==> src/rtl/nvl3_controle_potencia_if.sv <==
// Front-panel / timer side bundle of the level-3 magnetron controller.
// The panel drives the requests (master); the controller answers (slave).
interface nvl3_controle_potencia_if #(
    parameter int PWR_W = 4
);
    logic             startn;
    logic             stopn;
    logic             clearn;
    logic             door_closed;
    logic             timer_done;
    logic             tick;
    logic [PWR_W-1:0] power_level;
    logic             mag_on;
    logic             cooking;
    logic             paused;
    logic [PWR_W-1:0] level_q;
    // Debug view of the controller state and the duty-slot counter.
    logic [1:0]       dbg_state;
    logic [PWR_W-1:0] dbg_slot;

    // Level-style signals, no handshake: requests are sampled on every rising
    // clk edge, outputs are valid whenever read (mag_on also follows door_closed live).
    modport master (
        output startn, stopn, clearn, door_closed, timer_done, tick, power_level,
        input  mag_on, cooking, paused, level_q, dbg_state, dbg_slot
    );

    modport slave (
        input  startn, stopn, clearn, door_closed, timer_done, tick, power_level,
        output mag_on, cooking, paused, level_q, dbg_state, dbg_slot
    );
endinterface

==> src/rtl/nvl3_controle_potencia.sv <==
// Level-3 magnetron controller: IDLE/COOK/PAUSE state machine with the power
// level realised as a duty cycle of MAX_LEVEL tick slots.
module nvl3_controle_potencia #(
    parameter int MAX_LEVEL = 10,
    parameter int PWR_W     = 4
) (
    input logic                     clk,
    input logic                     resetn,
    nvl3_controle_potencia_if.slave bus
);
    localparam logic [PWR_W-1:0] MAX_LVL   = PWR_W'(MAX_LEVEL);
    localparam logic [PWR_W-1:0] LAST_SLOT = PWR_W'(MAX_LEVEL - 1);

    typedef enum logic [1:0] {
        IDLE  = 2'd0,
        COOK  = 2'd1,
        PAUSE = 2'd2
    } state_t;

    state_t           state_q;
    logic [PWR_W-1:0] slot_q;
    logic [PWR_W-1:0] lvl_q;
    logic [PWR_W-1:0] lvl_d;
    logic             cooking_q;
    logic             paused_q;
    logic             start_ok;
    logic             abort;

    // Holding both start and stop is deliberately not a start.
    assign start_ok = !bus.startn && bus.stopn && bus.clearn && bus.door_closed && !bus.timer_done;
    assign abort    = !bus.clearn || bus.timer_done;
    assign lvl_d    = (bus.power_level > MAX_LVL) ? MAX_LVL : bus.power_level;

    always_ff @(posedge clk or negedge resetn) begin
        if (!resetn) begin
            state_q   <= IDLE;
            slot_q    <= '0;
            lvl_q     <= '0;
            cooking_q <= 1'b0;
            paused_q  <= 1'b0;
        end else begin
            case (state_q)
                IDLE: begin
                    if (start_ok) begin
                        state_q   <= COOK;
                        lvl_q     <= lvl_d;
                        slot_q    <= '0;
                        cooking_q <= 1'b1;
                        paused_q  <= 1'b0;
                    end
                end
                COOK: begin
                    if (bus.tick) begin
                        slot_q <= (slot_q == LAST_SLOT) ? '0 : slot_q + 1'b1;
                    end
                    if (abort) begin
                        state_q   <= IDLE;
                        lvl_q     <= '0;
                        cooking_q <= 1'b0;
                        paused_q  <= 1'b0;
                    end else if (!bus.stopn || !bus.door_closed) begin
                        state_q   <= PAUSE;
                        cooking_q <= 1'b0;
                        paused_q  <= 1'b1;
                    end
                end
                PAUSE: begin
                    if (abort) begin
                        state_q   <= IDLE;
                        lvl_q     <= '0;
                        cooking_q <= 1'b0;
                        paused_q  <= 1'b0;
                    end else if (start_ok) begin
                        // Resume keeps the latched level and restarts the window.
                        state_q   <= COOK;
                        slot_q    <= '0;
                        cooking_q <= 1'b1;
                        paused_q  <= 1'b0;
                    end
                end
                default: begin
                    state_q   <= IDLE;
                    lvl_q     <= '0;
                    cooking_q <= 1'b0;
                    paused_q  <= 1'b0;
                end
            endcase
        end
    end

    // Live door_closed term cuts the magnetron before the state register reacts.
    assign bus.mag_on    = cooking_q && bus.door_closed && (slot_q < lvl_q);
    assign bus.cooking   = cooking_q;
    assign bus.paused    = paused_q;
    assign bus.level_q   = lvl_q;
    assign bus.dbg_state = state_q;
    assign bus.dbg_slot  = slot_q;
endmodule

==> src/flat_wrapper.sv <==
// flat-port wrapper written by rule: the top's interface ports become plain ports
module nvl3_controle_potencia_flat 
#(
    parameter int MAX_LEVEL = 10,
    parameter int PWR_W     = 4
)
  (clk, resetn, bus_startn, bus_stopn, bus_clearn, bus_door_closed, bus_timer_done, bus_tick, bus_power_level, bus_mag_on, bus_cooking, bus_paused, bus_level_q, bus_dbg_state, bus_dbg_slot);
  nvl3_controle_potencia_if #(.PWR_W(PWR_W)) bus_i ();
  input logic clk;
  input logic resetn;
  input wire logic [$bits(bus_i.startn)-1:0] bus_startn;
  input wire logic [$bits(bus_i.stopn)-1:0] bus_stopn;
  input wire logic [$bits(bus_i.clearn)-1:0] bus_clearn;
  input wire logic [$bits(bus_i.door_closed)-1:0] bus_door_closed;
  input wire logic [$bits(bus_i.timer_done)-1:0] bus_timer_done;
  input wire logic [$bits(bus_i.tick)-1:0] bus_tick;
  input wire logic [$bits(bus_i.power_level)-1:0] bus_power_level;
  output wire logic [$bits(bus_i.mag_on)-1:0] bus_mag_on;
  output wire logic [$bits(bus_i.cooking)-1:0] bus_cooking;
  output wire logic [$bits(bus_i.paused)-1:0] bus_paused;
  output wire logic [$bits(bus_i.level_q)-1:0] bus_level_q;
  output wire logic [$bits(bus_i.dbg_state)-1:0] bus_dbg_state;
  output wire logic [$bits(bus_i.dbg_slot)-1:0] bus_dbg_slot;
  assign bus_i.startn = bus_startn;
  assign bus_i.stopn = bus_stopn;
  assign bus_i.clearn = bus_clearn;
  assign bus_i.door_closed = bus_door_closed;
  assign bus_i.timer_done = bus_timer_done;
  assign bus_i.tick = bus_tick;
  assign bus_i.power_level = bus_power_level;
  assign bus_mag_on = bus_i.mag_on;
  assign bus_cooking = bus_i.cooking;
  assign bus_paused = bus_i.paused;
  assign bus_level_q = bus_i.level_q;
  assign bus_dbg_state = bus_i.dbg_state;
  assign bus_dbg_slot = bus_i.dbg_slot;
  nvl3_controle_potencia #(.MAX_LEVEL(MAX_LEVEL), .PWR_W(PWR_W)) u_core (.clk(clk), .resetn(resetn), .bus(bus_i));
endmodule
==> config.mk <==
export PLATFORM = sky130hd
export DESIGN_NAME = nvl3_controle_potencia_flat
export DESIGN_NICKNAME = d
export VERILOG_FILES = /design/src/rtl/nvl3_controle_potencia_if.sv /design/src/rtl/nvl3_controle_potencia.sv /design/src/flat_wrapper.sv
export SDC_FILE = /design/constraint.sdc
export NUM_CORES = 1
export LEC_CHECK = 0
export BUFFER_PORTS_ARGS = -buffer_cell sky130_fd_sc_hd__buf_2
export CORE_ASPECT_RATIO = 1.4
export CORE_MARGIN = 1.5
export CORE_UTILIZATION = 45
export CTS_CLUSTER_SIZE = 28
export DETAILED_ROUTE_END_ITERATION = 16
export GPL_ROUTABILITY_DRIVEN = 0
export PLACE_DENSITY = 0.81
export REMOVE_ABC_BUFFERS = 1
export SETUP_SLACK_MARGIN = 0.4
export SLEW_MARGIN = 20
export SYNTH_ARGS = -nofsm -noshare
export SYNTH_HDL_FRONTEND = slang
export SYNTH_SLANG_ARGS = --single-unit
==> constraint.sdc <==
create_clock -name clk -period 1.5 [get_ports clk]
set_input_delay 0 -clock clk [delete_from_list [all_inputs] [get_ports clk]]
set_output_delay 0 -clock clk [all_outputs]
set_load 0.1 [all_outputs]
Word level (Yosys, flattened, before mapping)
Index checks and enable logic that the tools add are counted.
{ "op_classes": {"n_addsub": 1, "n_lt_le_gt_ge": 2, "eq_ne": 8, "n_mux": 24, "n_reduce_logical": 18} }
{ "op_table": {"columns": ["operator", "count"], "rows": [
  ["$mux 4", 7],
  ["$pmux 4 s3", 1],
  ["$mux 1", 8],
  ["$mux 2", 4],
  ["$pmux 4 s2", 1],
  ["$logic_and 1x1->1", 6],
  ["$pmux 1 s3", 2],
  ["$pmux 2 s3", 1],
  ["$logic_not 1->1", 5],
  ["$add 4x1->4 const B", 1],
  ["$eq 4x4->1 const B", 1],
  ["$gt 4x4->1 const B", 1],
  ["$lt 4x4->1", 1],
  ["$ne 2x1->1 const B", 2],
  ["$ne 2x2->1 const B", 2],
  ["$ne 3x1->1 const B", 1],
  ["$reduce_and 3->1", 1],
  ["$reduce_bool 3->1", 1],
  ["$eq 2x1->1 const B", 1],
  ["$eq 2x2->1 const B", 1],
  ["$logic_not 2->1", 1],
  ["$logic_or 1x1->1", 2],
  ["$reduce_and 2->1", 1],
  ["$reduce_or 2->1", 1]
]} }
{ "totals": {"reg_bits": 12, "input_bits": 12, "out_inout_bits": 13} }

Logic depth before layout (Yosys ltp)
Gate-level depths: netlist of run 1.
{ "logic_depth": {"depth_word": 8, "depth_mapped": 7} }

Worst setup path after synthesis of run 1
OpenSTA, ideal clock, no wires.
{ "synth_path": {"kind": "register to output", "from": "reg u_core.slot_q[2], in the netlist u_core.bus.dbg_slot[2]", "to": "out bus_mag_on", "t_arrival_ns": 3.639, "path_slack_ns": -2.139, "path_stages_with_launch": 5, "cell_sequence": "dfrtp_1 > ha_1 > o21ai_0 > a21oi_1 > nor3_1"} }
{ "synth_via": {"elab_chain_len": 2} }
{ "synth_rtl": {"columns": ["item", "line_no", "rtl"], "rows": [
  ["start, declared", "nvl3_controle_potencia.sv:21", "logic [PWR_W-1:0] slot_q;"],
  ["start signal, assigned", "nvl3_controle_potencia.sv:54", "slot_q <= (slot_q == LAST_SLOT) ? '0 : slot_q + 1'b1;"],
  ["$lt 4x4->1", "nvl3_controle_potencia.sv:92", "assign bus.mag_on = cooking_q && bus.door_closed && (slot_q < lvl_q);"],
  ["$logic_and 1x1->1", "nvl3_controle_potencia.sv:92", null],
  ["end, declared", "flat_wrapper.sv:18", "output wire logic [$bits(bus_i.mag_on)-1:0] bus_mag_on;"]
]} }
Every way passes these cells.

Worst setup path after layout of run 1
{ "layout_path": {"from": "reg u_core.lvl_q[1], in the netlist u_core.bus.level_q[1]", "to": "out bus_mag_on"} }
{ "layout_via": {"elab_chain_len": 2} }
{ "layout_rtl": {"columns": ["item", "line_no", "rtl"], "rows": [
  ["start, declared", "nvl3_controle_potencia.sv:22", "logic [PWR_W-1:0] lvl_q;"],
  ["start signal, assigned", "nvl3_controle_potencia.sv:46", "lvl_q <= lvl_d;"],
  ["$lt 4x4->1", "nvl3_controle_potencia.sv:92", null],
  ["$logic_and 1x1->1", "nvl3_controle_potencia.sv:92", null]
]} }
Every way passes these cells.

==> results of run 1 <==
-- registers in the layout (all words and copies together), names as in the netlist --
name	cells
u_core.bus.dbg_state	2
u_core.bus.paused	1
u_core.bus.dbg_slot	4
u_core.bus.cooking	1
u_core.bus.level_q	4
-- final cells by class --
class | instances | area share (%)
Clock buffer | 4 | 2.46
Timing Repair Buffer | 43 | 25.1
Sequential cell | 12 | 20.5
Tap cell | 20 | 1.70
Multi-Input combinational cell | 69 | 47.1
Inverter | 12 | 3.23
-- Yosys cell counts (2+ instances only) --
master,number
dfrtp_1,12
inv_1,12
ha_1,9
a21oi_1,6
nand2_1,6
nand3_1,5
nor2_1,5
o21ai_0,5
o21ai_1,4
a32o_1,2
nand2b_1,2
nand3b_1,2
nor3_1,2
o21a_1,2
o2bb2ai_1,2
-- worst max-delay path, stage by stage, from the launching register on --
cell,delay [ns]
dfrtp_1,0.42
inv_1,0.08
ha_1,0.27
o21ai_1,0.09
a21oi_2,0.08
nor3_2,0.18
buf_12,0.21
-- per-stage QoR --
stage	hold slack, ns	worst slack (ns)
detailed placement	-0.103	-0.0149
global placement	-0.106	0.0412
finish	0.0104	-0.125
global route	0.0156	-0.184
CTS	0.00559	-0.0835
floorplan	-0.296	-2.14
-- layer usage --
metal  vias to the layer above  part of all wire, %  track usage [%]
met2                        38                   57             52.5
met3                        13                  3.6             5.28
met5                         -                    0                0
li1                        434                    -                -
met1                       466                   35             28.0
met4                         0                  4.5             16.7
-- logic make-up (layout without fill, tap and decap cells) --
family,count (synthesis),count (layout)
buffers and inverters,13,59
adders and majority gates,9,9
muxes,1,1
AOI/OAI and AO/OA,29,29
DFF,12,12
and+or+nand+nor,30,30
-- how the worst max path moves through the flow --
stage | cells after the start | endpoint | from | slack, ns
detailed placement | 5 | u_core.bus.dbg_slot[2] | u_core.bus.dbg_state[1] | -0.01
global route | 6 | bus_mag_on | u_core.bus.level_q[1] | -0.18
CTS | 5 | bus_mag_on | u_core.bus.dbg_slot[2] | -0.08
finish | 6 | bus_mag_on | u_core.bus.level_q[1] | -0.13
global placement | 5 | u_core.bus.dbg_slot[2] | u_core.bus.dbg_state[0] | 0.04
floorplan | 4 | bus_mag_on | u_core.bus.dbg_slot[2] | -2.14
-- repair_timing --
item	4_1_cts	5_1_grt
hold buffers	3	0
setup endpoints to repair	23	20
hold endpoints to repair	14	0
gates resized for setup	37	32
buffers inserted	6	3
pin swaps	14	7
cloned	1	0
==> qor.yml, run 1 <==
outcome: "complete, but fails checks"
violations: "setup timing"
fmaxAchievable_mhz: 615
r2r-start: "u_core.bus.dbg_state[0]"
ant_nets: 0
first_global_vias: 889
crit_path_max_fanout: 4
hold_end: "u_core.bus.level_q[2]"
fill_cells: 94
yosysTopAreaCellShare_pct: 35.1
fin_cells: 160
syn_inst: 94
synth_mux_area_share_pct: 1.17
fin_util_pct: 82.8
vias_per_cell: 5.94
netlist_area_sq_um: 855
cts_inserted_buffers: 3
cp-end-kind: "output pin"
cts_max_path_buffers: 2
antenna_found_initial: 0
worst_slack_ns: -0.125
synth_xor_area_share_pct: 0
htreeDepth: 1
slew-limit-headroom_pct: 68.0
crit_type: "reg -> out"
fin_area_sq_mm: 0.00147
io_buffers: 24
regArea_sq_um: 302
cts-root-buf: "clkbuf_4"
min_from: "bus_power_level[2]"
synth_top_cell_by_area: "dfrtp_1"
worstMarginPinSlew_ns: 0.483
dp_hpwl_mm: 1.57
setup_viol: 6
finalWirelength_mm: 3.01
core.rowCount: 18
hp-class: "in -> reg"
final_hold_viol_count: 0
reg2reg_depth: 8
rsz0062_at_grt: "true"
dpl_cell_area_sq_mm: 0.00105
yosys_warnings: 0
yosys.area_share.simple_pct: 21.5
drt_iter0_markers: 28
multi_input_area_sq_um: 693
synthAdderAreaFrac_pct: 13.2
async_reset_ff_share_pct: 100
fin_worst_skew_ns: 0.00426
io_pins: 25
grt_pass1_wl_mm: 3.98
ys_seq_elements: 12
clk_pin_slew_worst_paths_ns: 0.08
layout-drive-gt1-share_pct: 55.7
cts_tree: "yes"
crit_arrival_ns: 1.63
antenna_cells: 0
final_common_cell: "buf_2"
clk_latency_ns: 0.29
die_w_um: 39.8
finish.net_count: 162
report.final.slew_viol_count: 0
worstSetupStartpointType: "flop"
cap_violations: 0
grt_usage_pct: 28.4
coreArea_sq_mm: 0.00178
dr.pass1.iters: 4
remaining_drc_errors: 0
period_needed_ns: 1.63
rr_endpoint: "u_core.bus.dbg_state[0]"
area_delta_synth_final_pct: 72.3
grt_max_degree: 13
r2r_slack_ns: -0.11
finalSetupTns_ns: -0.347
dr_total_vias: 951
synth_cell_type_count: 33
worstHoldPathCells: 2
synth_top_family_by_area: "compound AO/OA/AOI/OAI gates"
final_cell_mix: "14 x buf_2, 11 x buf_6, 11 x dfrtp_1"
synth_area_leaders: "dfrtp_1 35%, ha_1 13%, inv_1 5.3%"
start_util_pct: 48.0
routedWlPerCell_um: 18.8
die_area_sq_mm: 0.00217
seq_area_frac_synth_pct: 35.1
syn_area_per_cell_sq_um: 9.09
die_height_um: 54.6
synth_compound_area_share_pct: 23.1
clock-sinks: 12
synth-edff-count: 0
grt-ovfl-total: 0
dp.cells: 143
required_ns: 1.50
synth-main-ff-cell: "dfrtp_1"
period_share_pct: 108
Power of run 1 is not shown: default switching activity piles up to over one toggle a cycle in this logic, so the estimate is an artifact.
==> run 2, diff against run 1 <==
- CELL_PAD_IN_SITES_DETAIL_PLACEMENT: not set -> 1
- CELL_PAD_IN_SITES_GLOBAL_PLACEMENT: not set -> 2
- CORE_UTILIZATION: 45 -> 26
- PLACE_DENSITY: 0.81 -> 0.79
==> qor.yml, run 2 (synthesis results as in run 1) <==
worstSetupStartpointType: "flop"
final_cell_mix: "18 x buf_4, 15 x buf_2, 9 x dfrtp_1"
ant_nets: 0  # unchanged
finalSetupTns_ns: -0.0160  # +0.331 ns
fin_area_sq_mm: 0.00151  # +2.6%
period_needed_ns: 1.52  # -0.109 ns
cap_violations: 0  # unchanged
die_height_um: 70.8  # +30%
dp_hpwl_mm: 2.05  # +31%
remaining_drc_errors: 0  # unchanged
grt_pass1_wl_mm: 4.80  # +21%
cts_inserted_buffers: 3  # unchanged
crit_path_max_fanout: 4  # unchanged
period_share_pct: 101  # -7.3 points
die_w_um: 51.5  # +29%
die_area_sq_mm: 0.00364  # +68%
fin_worst_skew_ns: 0.00189  # -0.00237 ns
fin_cells: 181  # +13%
report.final.slew_viol_count: 0  # unchanged
dp.cells: 164  # +15%
layout-drive-gt1-share_pct: 63.4  # +7.7 points
clk_pin_slew_worst_paths_ns: 0.05  # -0.03 ns
core.rowCount: 24  # +6
finalWirelength_mm: 3.18  # +5.7%
start_util_pct: 27.4  # -21 points
routedWlPerCell_um: 17.6  # -6.6%
finish.net_count: 165  # +1.9%
dr.pass1.iters: 2  # -2
crit_type: "reg -> reg"
io_buffers: 24  # unchanged
io_pins: 25  # unchanged
regArea_sq_um: 304  # +0.83%
vias_per_cell: 5.08  # -14%
hp-class: "in -> reg"
antenna_cells: 0  # unchanged
htreeDepth: 1  # unchanged
grt_max_degree: 13  # unchanged
area_delta_synth_final_pct: 76.9
crit_arrival_ns: 1.69  # +0.06 ns
dpl_cell_area_sq_mm: 0.00109  # +3.7%
cts-root-buf: "clkbuf_8"
coreArea_sq_mm: 0.00312  # +76%
multi_input_area_sq_um: 712  # +2.7%
setup_viol: 1  # -5
slew-limit-headroom_pct: 64.0  # -4.0 points
grt-ovfl-total: 0  # unchanged
antenna_found_initial: 0  # unchanged
clock-sinks: 12  # unchanged
first_global_vias: 1022  # +15%
cp-end-kind: "flop"
drt_iter0_markers: 13  # -54%
fill_cells: 370  # +290%
dr_total_vias: 920  # -3.3%
worstMarginPinSlew_ns: 0.537  # +0.0536 ns
fmaxAchievable_mhz: 660  # +7.2%
final_hold_viol_count: 0  # unchanged
cts_tree: "yes"
clk_latency_ns: 0.24  # -0.05 ns
worst_slack_ns: -0.0160  # +0.109 ns
cts_max_path_buffers: 2  # unchanged
violations: "setup timing"
final_common_cell: "buf_4"
required_ns: 1.68  # +0.18 ns
outcome: "complete, but fails checks"
grt_usage_pct: 17.6  # -11 points
rsz0062_at_grt: "true"
whs_ns: 0.0329  # +0.0225 ns
-- run 2: cell count changes in the layout (fill, tap and decap cells not counted), sizes merged --
| cell | delta |
|---|---|
| buf | +4 |
| dlygate4sd3 | -2 |
-- run 2: path summary, 6_finish.rpt --
| kind | from | end | slack [ns] | cells past startpoint |
|---|---|---|---|---|
| max | u_core.bus.dbg_state[1] | u_core.bus.dbg_slot[2] | -0.02 | 6 |
| max in group asynchronous | resetn | u_core.bus.dbg_slot[1] | 1.07 | 2 |
| min | bus_power_level[3] | u_core.bus.level_q[3] | 0.03 | 2 |
| max reg2reg | u_core.bus.dbg_state[1] | u_core.bus.dbg_slot[2] | -0.02 | 6 |
| min reg2reg | u_core.bus.paused | u_core.bus.paused | 0.54 | 2 |
| min in group asynchronous | resetn | u_core.bus.level_q[1] | 0.18 | 2 |
-- run 2: area by class of cell --
class,instances,share of cell area (%)
well taps,39,3.23
repair buffers,46,23.3
multi-input cells,69,47.1
flip-flops and latches,12,20.1
clock buffers,3,2.73
inverters,12,3.48
-- run 2: metrics by stage --
step / worst slack (ns) / util (%)
floorplan: -2.14 / -
global placement: 0.0170 / 35.0
detailed placement: -0.0793 / 35.0
CTS: 0.0149 / 45.2
global route: -0.0924 / 48.4
finish: -0.0160 / 48.4
-- run 2: what timing repair did --
item,CTS,global route
setup buffers,9,3
gates resized for setup,54,16
cloned,1,0
endpoints found under the hold margin,12,0
setup endpoints to repair,18,18
pin swaps,25,3
hold buffers,1,0
-- run 2: layer usage --
layer  vias up  track usage [%]  routed length (um)
li1        434                -                   -
met4         0             6.14                  68
met3         6             2.32                  74
met1       460             18.3                1080
met5         -                0                   0
met2        20             34.3                1960
-- run 2: critical path: stages, from the launching register on --
cell and delay [ns]:
dfrtp_2 0.43, inv_4 0.06, ha_4 0.17, a221oi_4 0.32, buf_4 0.17, nor3b_2 0.17
a211o_1 0.12
Power of run 2 is left out for the same reason.
==> run 3, diff against run 2 <==
- RECOVER_POWER: not set -> 25
==> qor.yml, run 3 (synthesis results as in run 1) <==
required_ns: 1.68  # about the same
outcome: "complete, but fails checks"
fmaxAchievable_mhz: 660  # unchanged
io_pins: 25  # unchanged
report.final.slew_viol_count: 0  # unchanged
period_needed_ns: 1.52  # +0.000000100 ns
whs_ns: 0.0330  # +0.0000513 ns
coreArea_sq_mm: 0.00312  # unchanged
grt-ovfl-total: 0  # unchanged
finalWirelength_mm: 3.18  # about the same
htreeDepth: 1  # unchanged
rsz0062_at_grt: "true"
r2r-start: "u_core.bus.dbg_state[1]"
worstSetupStartpointType: "flop"
worstMarginPinSlew_ns: 0.715  # +0.178 ns
io_buffers: 24  # unchanged
clock-sinks: 12  # unchanged
dpl_cell_area_sq_mm: 0.00109  # unchanged
reg2reg_depth: 6  # unchanged
die_w_um: 51.5  # unchanged
vias_per_cell: 5.08  # -0.11%
drt_iter0_markers: 13  # unchanged
dp_slack_ns: -0.0793  # unchanged
finish.net_count: 165  # unchanged
dr_total_vias: 919  # -0.11%
period_share_pct: 101  # about the same
clk_pin_slew_worst_paths_ns: 0.05  # about the same
first_global_vias: 1022  # unchanged
worst_slack_ns: -0.0160  # -0.000000100 ns
slew-limit-headroom_pct: 52.4  # -12 points
final_hold_viol_count: 0  # unchanged
grt_pass1_wl_mm: 4.80  # unchanged
die_height_um: 70.8  # unchanged
grt_usage_pct: 17.6  # unchanged
crit_arrival_ns: 1.69  # about the same
rr_endpoint: "u_core.bus.dbg_slot[2]"
ant_nets: 0  # unchanged
crit_type: "reg -> reg"
remaining_drc_errors: 0  # unchanged
cts_inserted_buffers: 3  # unchanged
violations: "setup timing"
layout-drive-gt1-share_pct: 62.7  # -0.70 points
core.rowCount: 24  # unchanged
antenna_found_initial: 0  # unchanged
clk_latency_ns: 0.24  # about the same
grt_max_degree: 13  # unchanged
startpoint: "u_core.bus.dbg_state[1]"
cap_violations: 0  # unchanged
cts_max_path_buffers: 2  # unchanged
hp-class: "in -> reg"
cp-end-kind: "flop"
fill_cells: 371  # +0.27%
cts_tree: "yes"
crit_end: "u_core.bus.dbg_slot[2]"
worstHoldPathCells: 2  # unchanged
dr.pass1.iters: 2  # unchanged
antenna_cells: 0  # unchanged
die_area_sq_mm: 0.00364  # unchanged
start_util_pct: 27.4  # unchanged
cts-root-buf: "clkbuf_8"
final_common_cell: "buf_4"
area_delta_synth_final_pct: 76.7  # about the same
routedWlPerCell_um: 17.6  # about the same
dp_hpwl_mm: 2.05  # unchanged
crit_path_max_fanout: 4  # unchanged
fin_worst_skew_ns: 0.00194  # +0.0000450 ns
final_cell_mix: "18 x buf_4, 14 x buf_2, 9 x dfrtp_1"
r2r_slack_ns: -0.02  # about the same
setup_viol: 1  # unchanged
fin_area_sq_mm: 0.00151  # about the same
run 3: worst min path at each step:
stage / endpoint / slack, ns / start
after detailed placement: u_core.bus.paused / -0.09 / resetn
after global placement: u_core.bus.paused / -0.10 / resetn
after floorplan: u_core.bus.cooking / -0.30 / resetn
after global routing: u_core.bus.level_q[3] / 0.03 / bus_power_level[3]
after CTS: u_core.bus.level_q[3] / 0.03 / bus_power_level[3]
final: u_core.bus.level_q[3] / 0.03 / bus_power_level[3]
run 3: final cells by class:
cell class | count | area, sq um | share of cell area (%)
clock buffer | 3 | 41.3 | 2.73
multi-input combinational | 69 | 712 | 47.1
inverter | 12 | 52.6 | 3.48
sequential | 12 | 304 | 20.1
timing repair buffer | 46 | 352 | 23.3
tap | 39 | 48.8 | 3.23
run 3: through the flow:
stage               std cells  utilization (%)  TNS (ns)
finish                    181             48.4   -0.0160
global route              181             48.4    -0.190
CTS                       178             45.2         0
detailed placement        164             35.0    -0.163
global placement          164             35.0         0
floorplan                  93                -     -8.43
run 3: worst max-delay path: stages (launching register included):
cell,delay (ns)
dfrtp_2,0.43
inv_4,0.06
ha_4,0.17
a221oi_4,0.32
buf_4,0.17
nor3b_2,0.17
a211o_1,0.12
run 3: what timing repair did:
item                                    CTS  global route
buffers inserted                          9             3
hold buffers                              1             0
cloned                                    1             0
endpoints found under the hold margin    12             0
resized for setup                        54            16
pin swaps                                25             3
endpoints found under the setup margin   18            18
run 3: routing by layer:
metal	global-route usage [%]	share of wire [%]
met1	18.3	34
met2	34.3	62
met3	2.32	2.3
met4	6.14	2.1
met5	0	0
Power of run 3 is left out for the same reason.
